File: config.mk
export PLATFORM = sky130hd
export DESIGN_NAME = rvfi_trace_buffer
export DESIGN_NICKNAME = d
export VERILOG_FILES = /design/src/rtl/cv32e40s_rvfi_pkg.sv /design/src/rtl/rvfi_trace_fifo.sv /design/src/rtl/rvfi_trace_buffer.sv
export SDC_FILE = /design/constraint.sdc
export NUM_CORES = 2
export LEC_CHECK = 0
export ABC_CLOCK_PERIOD_IN_PS = 61700
export BUFFER_PORTS_ARGS = -buffer_cell sky130_fd_sc_hd__buf_2
export CAP_MARGIN = 10
export CORE_MARGIN = 4
export CORE_UTILIZATION = 48
export CTS_BUF_LIST = sky130_fd_sc_hd__clkbuf_16
export CTS_CLUSTER_SIZE = 25
export DETAILED_ROUTE_END_ITERATION = 12
export PLACE_DENSITY = 0.64
export SYNTH_ARGS = -nofsm -noshare
export SYNTH_HDL_FRONTEND = slang
export SYNTH_SLANG_ARGS = --single-unit
export TNS_END_PERCENT = 30
File: constraint.sdc
create_clock -name clk_i -period 61.7 [get_ports clk_i]
set_input_delay 12.34 -clock clk_i [delete_from_list [all_inputs] [get_ports clk_i]]
set_output_delay 12.34 -clock clk_i [all_outputs]
set_load 0.005 [all_outputs]
File: src/rtl/cv32e40s_rvfi_pkg.sv
// cv32e40s_rvfi_pkg: trace record layout, buffer state encoding and marker builder
package cv32e40s_rvfi_pkg;
  typedef struct packed {
    logic        marker;
    logic [31:0] pc;
    logic [4:0]  rs1_addr;
    logic [31:0] rs1_rdata;
    logic [4:0]  rs2_addr;
    logic [31:0] rs2_rdata;
    logic [4:0]  rd_addr;
    logic [31:0] rd_wdata;
    logic [31:0] mem_addr;
    logic [3:0]  mem_rmask;
    logic [31:0] mem_rdata;
    logic [3:0]  mem_wmask;
    logic [31:0] mem_wdata;
  } rvfi_trace_rec_t;
  typedef enum logic {NORMAL, DROPPING} trace_buf_state_e;
  function automatic rvfi_trace_rec_t marker_rec(input logic [31:0] cnt);
    marker_rec = '0;
    marker_rec.marker = 1'b1;
    marker_rec.pc = cnt;
  endfunction
endpackage

File: src/rtl/rvfi_trace_fifo.sv
// rvfi_trace_fifo: DEPTH-entry registered circular FIFO of trace records with sync flush
module rvfi_trace_fifo
  import cv32e40s_rvfi_pkg::*;
#(
  parameter int DEPTH = 8,
  localparam int AW = $clog2(DEPTH)
) (
  input  logic            clk_i,
  input  logic            rst_ni,
  input  logic            flush_i,
  input  logic            push_i,
  input  rvfi_trace_rec_t data_i,
  input  logic            pop_i,
  output rvfi_trace_rec_t data_o,
  output logic            full_o,
  output logic            empty_o,
  output logic [AW:0]     level_o
);
  rvfi_trace_rec_t mem [DEPTH];
  logic [AW-1:0] rptr, wptr;
  logic wr, rd;
  assign full_o = level_o == (AW+1)'(DEPTH);
  assign empty_o = level_o == '0;
  assign rd = pop_i & ~empty_o;
  assign wr = push_i & (~full_o | rd);
  assign data_o = empty_o ? '0 : mem[rptr];
  always_ff @(posedge clk_i or negedge rst_ni)
    if (!rst_ni) begin
      rptr <= '0;
      wptr <= '0;
      level_o <= '0;
    end else if (flush_i) begin
      rptr <= '0;
      wptr <= '0;
      level_o <= '0;
    end else begin
      rptr <= rd ? rptr + AW'(1) : rptr;
      wptr <= wr ? wptr + AW'(1) : wptr;
      level_o <= level_o + (AW+1)'(wr) - (AW+1)'(rd);
    end
  always_ff @(posedge clk_i)
    if (wr && !flush_i) mem[wptr] <= data_i;
endmodule

File: src/rtl/rvfi_trace_buffer.sv
// rvfi_trace_buffer: RVFI retirement capture FIFO with drop counting and lost-record markers
module rvfi_trace_buffer
  import cv32e40s_rvfi_pkg::*;
#(
  parameter int DEPTH = 8,
  parameter int DROP_CNT_W = 16,
  parameter int NMEM = 1
) (
  input  logic                     clk_i,
  input  logic                     rst_ni,
  input  logic                     enable_i,
  input  logic                     clear_i,
  input  logic                     rvfi_valid,
  input  logic [31:0]              rvfi_pc_rdata,
  input  logic [4:0]               rvfi_rs1_addr,
  input  logic [4:0]               rvfi_rs2_addr,
  input  logic [4:0]               rvfi_rd_addr,
  input  logic [31:0]              rvfi_rs1_rdata,
  input  logic [31:0]              rvfi_rs2_rdata,
  input  logic [31:0]              rvfi_rd_wdata,
  input  logic [32*NMEM-1:0]       rvfi_mem_addr,
  input  logic [32*NMEM-1:0]       rvfi_mem_rdata,
  input  logic [32*NMEM-1:0]       rvfi_mem_wdata,
  input  logic [4*NMEM-1:0]        rvfi_mem_rmask,
  input  logic [4*NMEM-1:0]        rvfi_mem_wmask,
  output logic                     trace_valid_o,
  input  logic                     trace_ready_i,
  output rvfi_trace_rec_t          trace_rec_o,
  output logic [$clog2(DEPTH):0]   fill_level_o,
  output logic                     overflow_o,
  output logic [DROP_CNT_W-1:0]    drop_cnt_o
);
  if (DEPTH < 2 || (DEPTH & (DEPTH - 1)) != 0) begin : g_bad_depth
    $error("rvfi_trace_buffer: DEPTH must be a power of two and at least 2");
  end
  trace_buf_state_e state_q, state_d;
  logic [DROP_CNT_W-1:0] cnt_d;
  logic ovf_d, push, pop, space, marker_wr, wr, full, empty;
  rvfi_trace_rec_t ret_rec, wr_rec;
  logic unused_mem;
  assign unused_mem = ^{rvfi_mem_addr, rvfi_mem_rdata, rvfi_mem_wdata, rvfi_mem_rmask, rvfi_mem_wmask};
  assign push = rvfi_valid & enable_i & ~clear_i;
  assign pop = trace_valid_o & trace_ready_i & ~clear_i;
  assign space = ~full | pop;
  assign marker_wr = (state_q == DROPPING) & space & ~clear_i;
  assign wr = marker_wr | ((state_q == NORMAL) & push & space);
  assign trace_valid_o = ~empty;
  assign ret_rec = '{
    marker:    1'b0,
    pc:        rvfi_pc_rdata,
    rs1_addr:  rvfi_rs1_addr,
    rs1_rdata: rvfi_rs1_rdata,
    rs2_addr:  rvfi_rs2_addr,
    rs2_rdata: rvfi_rs2_rdata,
    rd_addr:   rvfi_rd_addr,
    rd_wdata:  rvfi_rd_wdata,
    mem_addr:  rvfi_mem_addr[31:0],
    mem_rmask: rvfi_mem_rmask[3:0],
    mem_rdata: rvfi_mem_rdata[31:0],
    mem_wmask: rvfi_mem_wmask[3:0],
    mem_wdata: rvfi_mem_wdata[31:0]
  };
  assign wr_rec = marker_wr ? marker_rec(32'(drop_cnt_o)) : ret_rec;
  always_comb begin
    state_d = state_q;
    cnt_d = drop_cnt_o;
    ovf_d = overflow_o;
    if (state_q == NORMAL) begin
      if (push && !space) begin
        state_d = DROPPING;
        cnt_d = DROP_CNT_W'(1);
        ovf_d = 1'b1;
      end
    end else if (space) begin
      state_d = push ? DROPPING : NORMAL;
      cnt_d = push ? DROP_CNT_W'(1) : '0;
    end else if (push && !(&drop_cnt_o)) begin
      cnt_d = drop_cnt_o + DROP_CNT_W'(1);
    end
  end
  always_ff @(posedge clk_i or negedge rst_ni)
    if (!rst_ni) begin
      state_q <= NORMAL;
      drop_cnt_o <= '0;
      overflow_o <= 1'b0;
    end else if (clear_i) begin
      state_q <= NORMAL;
      drop_cnt_o <= '0;
      overflow_o <= 1'b0;
    end else begin
      state_q <= state_d;
      drop_cnt_o <= cnt_d;
      overflow_o <= ovf_d;
    end
  rvfi_trace_fifo #(.DEPTH(DEPTH)) u_fifo (
    .clk_i   (clk_i),
    .rst_ni  (rst_ni),
    .flush_i (clear_i),
    .push_i  (wr),
    .data_i  (wr_rec),
    .pop_i   (pop),
    .data_o  (trace_rec_o),
    .full_o  (full),
    .empty_o (empty),
    .level_o (fill_level_o)
  );
endmodule

# Yosys cells after proc, flatten, opt, wreduce, memory -nomap -nowiden
# Memories as Yosys holds them, arrays and structs flattened.
# Index checks and enable logic that the tools add are counted.
# classes
addsub	5
eq_ne	3
n_mux	23
n_bitwise	17
n_reduce_logical	14
# op_table
operator	count
$mux 248	2
$mux 16	5
$add 16x1->16 const B	1
$reduce_and 16->1	1
$mux 3	4
$mux 1	11
$and 1x1->1	10
$add 3x1->3 const B	2
$reduce_bool 2->1	3
$add 4x1->4	1
$eq 4x4->1 const B	1
$logic_not 4->1	1
$mux 4	1
$ne 4x2->1 const B	1
$not 1->1	4
$reduce_and 2->1	2
$sub 4x1->4	1
$logic_and 1x1->1	3
$logic_not 1->1	3
$or 1x1->1	3
$reduce_bool 3->1	1
$ne 2x2->1 const B	1
# word_totals
ff_bits	28
ram_bits	1984
output_inout_bits	270
word_cells	69
mem_count	1
# memory_table
memory	words	width	read_ports	rd_ports_with_merged_regs	write_ports	line_no	text
u_fifo.mem	8	248	1	0	1	rvfi_trace_fifo.sv:19	rvfi_trace_rec_t mem [DEPTH];

# Longest topological paths before layout
# depth
depth_word	12
depth_mapped	14
depth_no_buf	13

# Hierarchy
# A second synthesis with hierarchy kept.
# hier_totals
cells_unflattened	3380
hier_area_um2	77396.7
# by_module_without_submodules
module	instances	cells_each	area_per_inst_um2	seq_area_each_um2
rvfi_trace_fifo	1	2976	74537.7	59827.4
rvfi_trace_buffer	1	404	2859.0	450.4

# Least setup slack after synthesis
# OpenSTA, ideal clock, no wires.
# synth_timing
path_kind	input-to-reg
from	in trace_ready_i
to	mem u_fifo.mem[4][0] (netlist bit) (enable)
setup_time_ns	1.549
t_arrival_ns	38.269
path_slack_ns	21.882
path_stages	5
path_buffers	1
cell_sequence	nand2b_1 > and2_1 > buf_2 > or3_4 > nor4b_1
# synth_via
elab_chain_len	10
# synth_lines
element	line_no	text
start, declared	rvfi_trace_buffer.sv:27	input logic trace_ready_i,
$and 1x1->1 * (2 in series)	rvfi_trace_buffer.sv:43	assign pop = trace_valid_o & trace_ready_i & ~clear_i;
$or 1x1->1	rvfi_trace_buffer.sv:44	assign space = ~full | pop;
$and 1x1->1 (2 in series)	rvfi_trace_buffer.sv:45	assign marker_wr = (state_q == DROPPING) & space & ~clear_i;
$or 1x1->1	rvfi_trace_buffer.sv:46	assign wr = marker_wr | ((state_q == NORMAL) & push & space);
$and 1x1->1 *	rvfi_trace_fifo.sv:25	assign wr = push_i & (~full_o | rd);
$logic_and 1x1->1 *	rvfi_trace_fifo.sv:42	if (wr && !flush_i) mem[wptr] <= data_i;
$mux 1 *	rvfi_trace_fifo.sv:42	
$mux 1 (implied by the code) *	rvfi_trace_fifo.sv:42	
end, declared	rvfi_trace_fifo.sv:19	
# Every way passes the cells marked *; elsewhere a longest branch is shown, timed or not.

==> run summary <==
The remaining number of nets flagged by the antenna check after routing came out at 0. The max-slew violation total from the final report was 0. The clock network fraction of design power is 34.1%, and the number of antenna violations at the first check in global routing is 33. For the final net count, the log shows 4460.

The switching share of power is 26.8%. The startpoint-to-endpoint class of the critical path was flop to primary output. The number of vias in the routed layout was 37300. Of all cell types, the one taking the most synthesized area is edfxtp_1. Number of buffers on the longest clock path: 3. STA classifies the critical path startpoint as a flop. The transition time of the tightest slew-check pin works out to 1140 ps. For the worst setup path, the data required time is 49360 ps.

The via count of the first global-routing pass was 39200; the detail-routed net length per standard cell was 26.4 um. For this block, the routed nets add up to 173000 um of wire. The worst hold path belongs to the class flop to flop. The number of clock buffers inserted by TritonCTS was 200. Along the worst path, the maximum fanout reaches 47. The startpoint identified for the worst register-to-register timing path is u_fifo.level_o[2]$_DFF_PN0_.

The insertion delay to the later sink of the worst-skew pair is 840 ps, and the aggregate global routing overflow is 0. The most instantiated flip-flop cell in the synthesis netlist is edfxtp_1. In this run, synthesis inferred 1984 flip-flops with an integrated enable. The tools report the number of detailed-routing iterations run before antenna repair as 7. The maximum VDD drop is 0.0323 mV, and the ratio of total power to cell area is 38.2 mW/mm^2. Buffers placed on the I/O ports in this run total 522. The tools report the total die area as 0.170 sq mm.

The first routing iteration left 3533 violations. From synthesis to final layout, the design area changed by 14.8%. The clock edge transition at the registers on the reported setup and hold paths is 70 ps, and the sequential cell fraction of total power is 45.1%.

The H-tree was split into 4 levels. The run gives 0.747 as the final weighted congestion in routability-driven placement. The post-detailed-placement half-perimeter wirelength is 92600 um. Post-CTS repair changed the size of 0 cells.

Once layout is complete, the utilization of the core stands at 55.4%. Across the run, the number of max-cap violations was 0. The run finished with clean final reports.

The static leakage is 28.8 nW, and the height of the die is 412 um. The first global-routing pass estimated 257000 um of wire. Row generation in the floorplan step produced 148 rows. The analysis attributes to net switching a power of 0.000922 W.

The maximum number of pins on one net before global-route repair was 155; the horizontal extent of the die was 412 um. The root buffer cell chosen for the clock tree is clkbuf_16. In this run the most critical hold path is launched from drop_cnt_o[10]$_DFFE_PN0P_. Average vias per placed instance: 5.68.

Leaving out fill and tap cells, the most frequent cell in the layout is edfxtp_1. Data arrives at the worst endpoint at 7260 ps. Share of Yosys cell area claimed by the top area cell type: 75.9%.

In the routed design, unresolved DRC markers number 0. After synthesis the cells add up to 0.0785 sq mm. Static timing analysis puts the maximum clock frequency at 51.0 MHz.

Post-CTS timing repair inserted 0 buffers for setup. The run gives 3614 as the number of cells produced by synthesis. The tree built by TritonCTS fans out to 2012 sinks. Dividing the synthesized area by the synthesized cell count gives 21.7 sq um. Of the cells placed in the final design, the portion with a size suffix greater than 1 is 32.1%. Counting flops and latches in the post-synthesis netlist gives 2012. In this run the worst setup path begins at u_fifo.rptr[0]$_DFFE_PN0P_.

In the finished design, the share of the clock period the worst path needs comes to 31.8%. The starting utilization of the core area was 48.3%. The tools report the number of hold-repair buffers added at the cts stage as 0.

Counting distinct cell types in the post-synthesis netlist gives 60. In the synthesized netlist the async set-or-reset flop fraction comes to 1.39%. In the layout the commonest cells are edfxtp_1 (1984), buf_2 (522), mux4_2 (496). The placeable core region came out at 0.163 sq mm. The minimum clock period after layout was 19600 ps; the portion of the post-synthesis area used by sequential elements was 76.8%. By area the synthesized netlist is led by edfxtp_1 (76%), mux4_2 (14%), mux2i_1 (3.2%). The run gives 523 as the boundary pin count. TritonCTS built the clock tree. The post-synthesis net count is 3877. Summed over all failing endpoints, the final setup total negative slack is 0 ps.

The logs give 0 for the number of warnings printed during yosys synthesis and 0 for the final hold violation count. In the global route stage, overall resource usage came out at 20.4%. The combinational fraction of design power was 20.8%.

Total of endpoints with negative setup slack in the final report: 0. The tools report the type of element capturing the critical path as a primary output. In this run the tightest slew margin relative to its limit is 24.3%.

Setup repair after global routing left no endpoint under its margin. The total internal power was 0.00252 W; the final worst clock skew was 60.5 ps.
worst paths after layout:
| path | endpoint | slack, ps | cells after the start |
|---|---|---|---|
| setup reg to reg | u_fifo.mem[3][143]$_DFFE_PP_ | 56040 | 11 |
| setup / recovery | trace_rec_o[151] | 42100 | 9 |
| max in group asynchronous | u_fifo.rptr[0]$_DFFE_PN0P_ | 49590 | 1 |
| hold reg to reg | drop_cnt_o[10]$_DFFE_PN0P_ | 580 | 1 |
| min in group asynchronous | drop_cnt_o[10]$_DFFE_PN0P_ | 11550 | 1 |
| hold / removal | drop_cnt_o[10]$_DFFE_PN0P_ | 580 | 1 |
sequential cells by signal (all words and copies together) (netlist names):
signal / cells
drop_cnt_o: 16
u_fifo.level_o: 4
u_fifo.rptr: 3
u_fifo.wptr: 3
u_fifo.mem: 1984
state_q: 1
overflow_o: 1
routing by layer:
| layer | routed length, um | vias to the layer above | GRT usage, % |
|---|---|---|---|
| li1 | - | 16000 | - |
| met1 | 71500 | 19800 | 28.0 |
| met2 | 87100 | 1152 | 33.7 |
| met3 | 10200 | 272 | 3.84 |
| met4 | 4450 | 10 | 5.95 |
| met5 | 56 | - | 0 |
critical path, cell delays in order (launching register included):
cell and delay, ps:
dfrtp_4 1000, buf_4 860, buf_4 830, buf_4 820, buf_4 740, buf_4 850
mux4_2 600, mux2i_1 240, nor2_1 60, buf_2 160
synth_stat cells, types with 10 or more instances:
library cell / n
edfxtp_1: 1984
mux4_2: 496
nor2_1: 262
mux2i_1: 248
nor2b_1: 235
buf_2: 104
clkbuf_1: 64
buf_1: 29
dfrtp_1: 28
mux2_2: 16
nand2_1: 16
a21oi_1: 12
inv_1: 10
o21ai_0: 10
layout make-up:
class | count | area (sq um)
fill | 12400 | 72500
sequential | 2012 | 60300
multi-input combinational | 1389 | 17300
clock buffer | 202 | 5050
timing repair buffer | 583 | 3250
tap | 2175 | 2720
clock inverter | 175 | 1400
antenna | 19 | 47.5
inverter | 11 | 41.3
power groups by stage:
stage | sequential, W | combinational, W | clock (W)
floorplan | 0.00158 | 0.000478 | 0
global placement | 0.00158 | 0.000732 | 0
detailed placement | 0.00158 | 0.000736 | 0
CTS | 0.00155 | 0.000739 | 0.00120
global route | 0.00155 | 0.000783 | 0.00126
finish | 0.00155 | 0.000717 | 0.00117
cells by family (layout without fill, tap and decap cells):
group | after synthesis | count (layout) | synth area share (%)
AOI/OAI and AO/OA | 51 | 51 | 0.431
xor gates and xnor gates | 6 | 6 | 0.0670
muxes | 760 | 760 | 17.6
other | 0 | 19 | 0
and+or+nand+nor | 562 | 562 | 3.68
buffers and inverters | 213 | 971 | 1.21
adders and majority gates | 10 | 10 | 0.169
DFF | 2012 | 2012 | 76.8
per-stage QoR:
stage | setup slack [ps] | std cells | instance area (sq um) | hold WS [ps] | total power, W
after floorplan | 21880 | 3614 | 78500 | 486 | 0.00206
after global placement | 42650 | 6170 | 83600 | 540 | 0.00231
after detailed placement | 42670 | 6170 | 83600 | 554 | 0.00232
after CTS | 41680 | 6547 | 90000 | 560 | 0.00349
after global routing | 41140 | 6553 | 90100 | 616 | 0.00359
final | 42100 | 6566 | 90100 | 575 | 0.00344
Power figures use the tool's default switching activity.
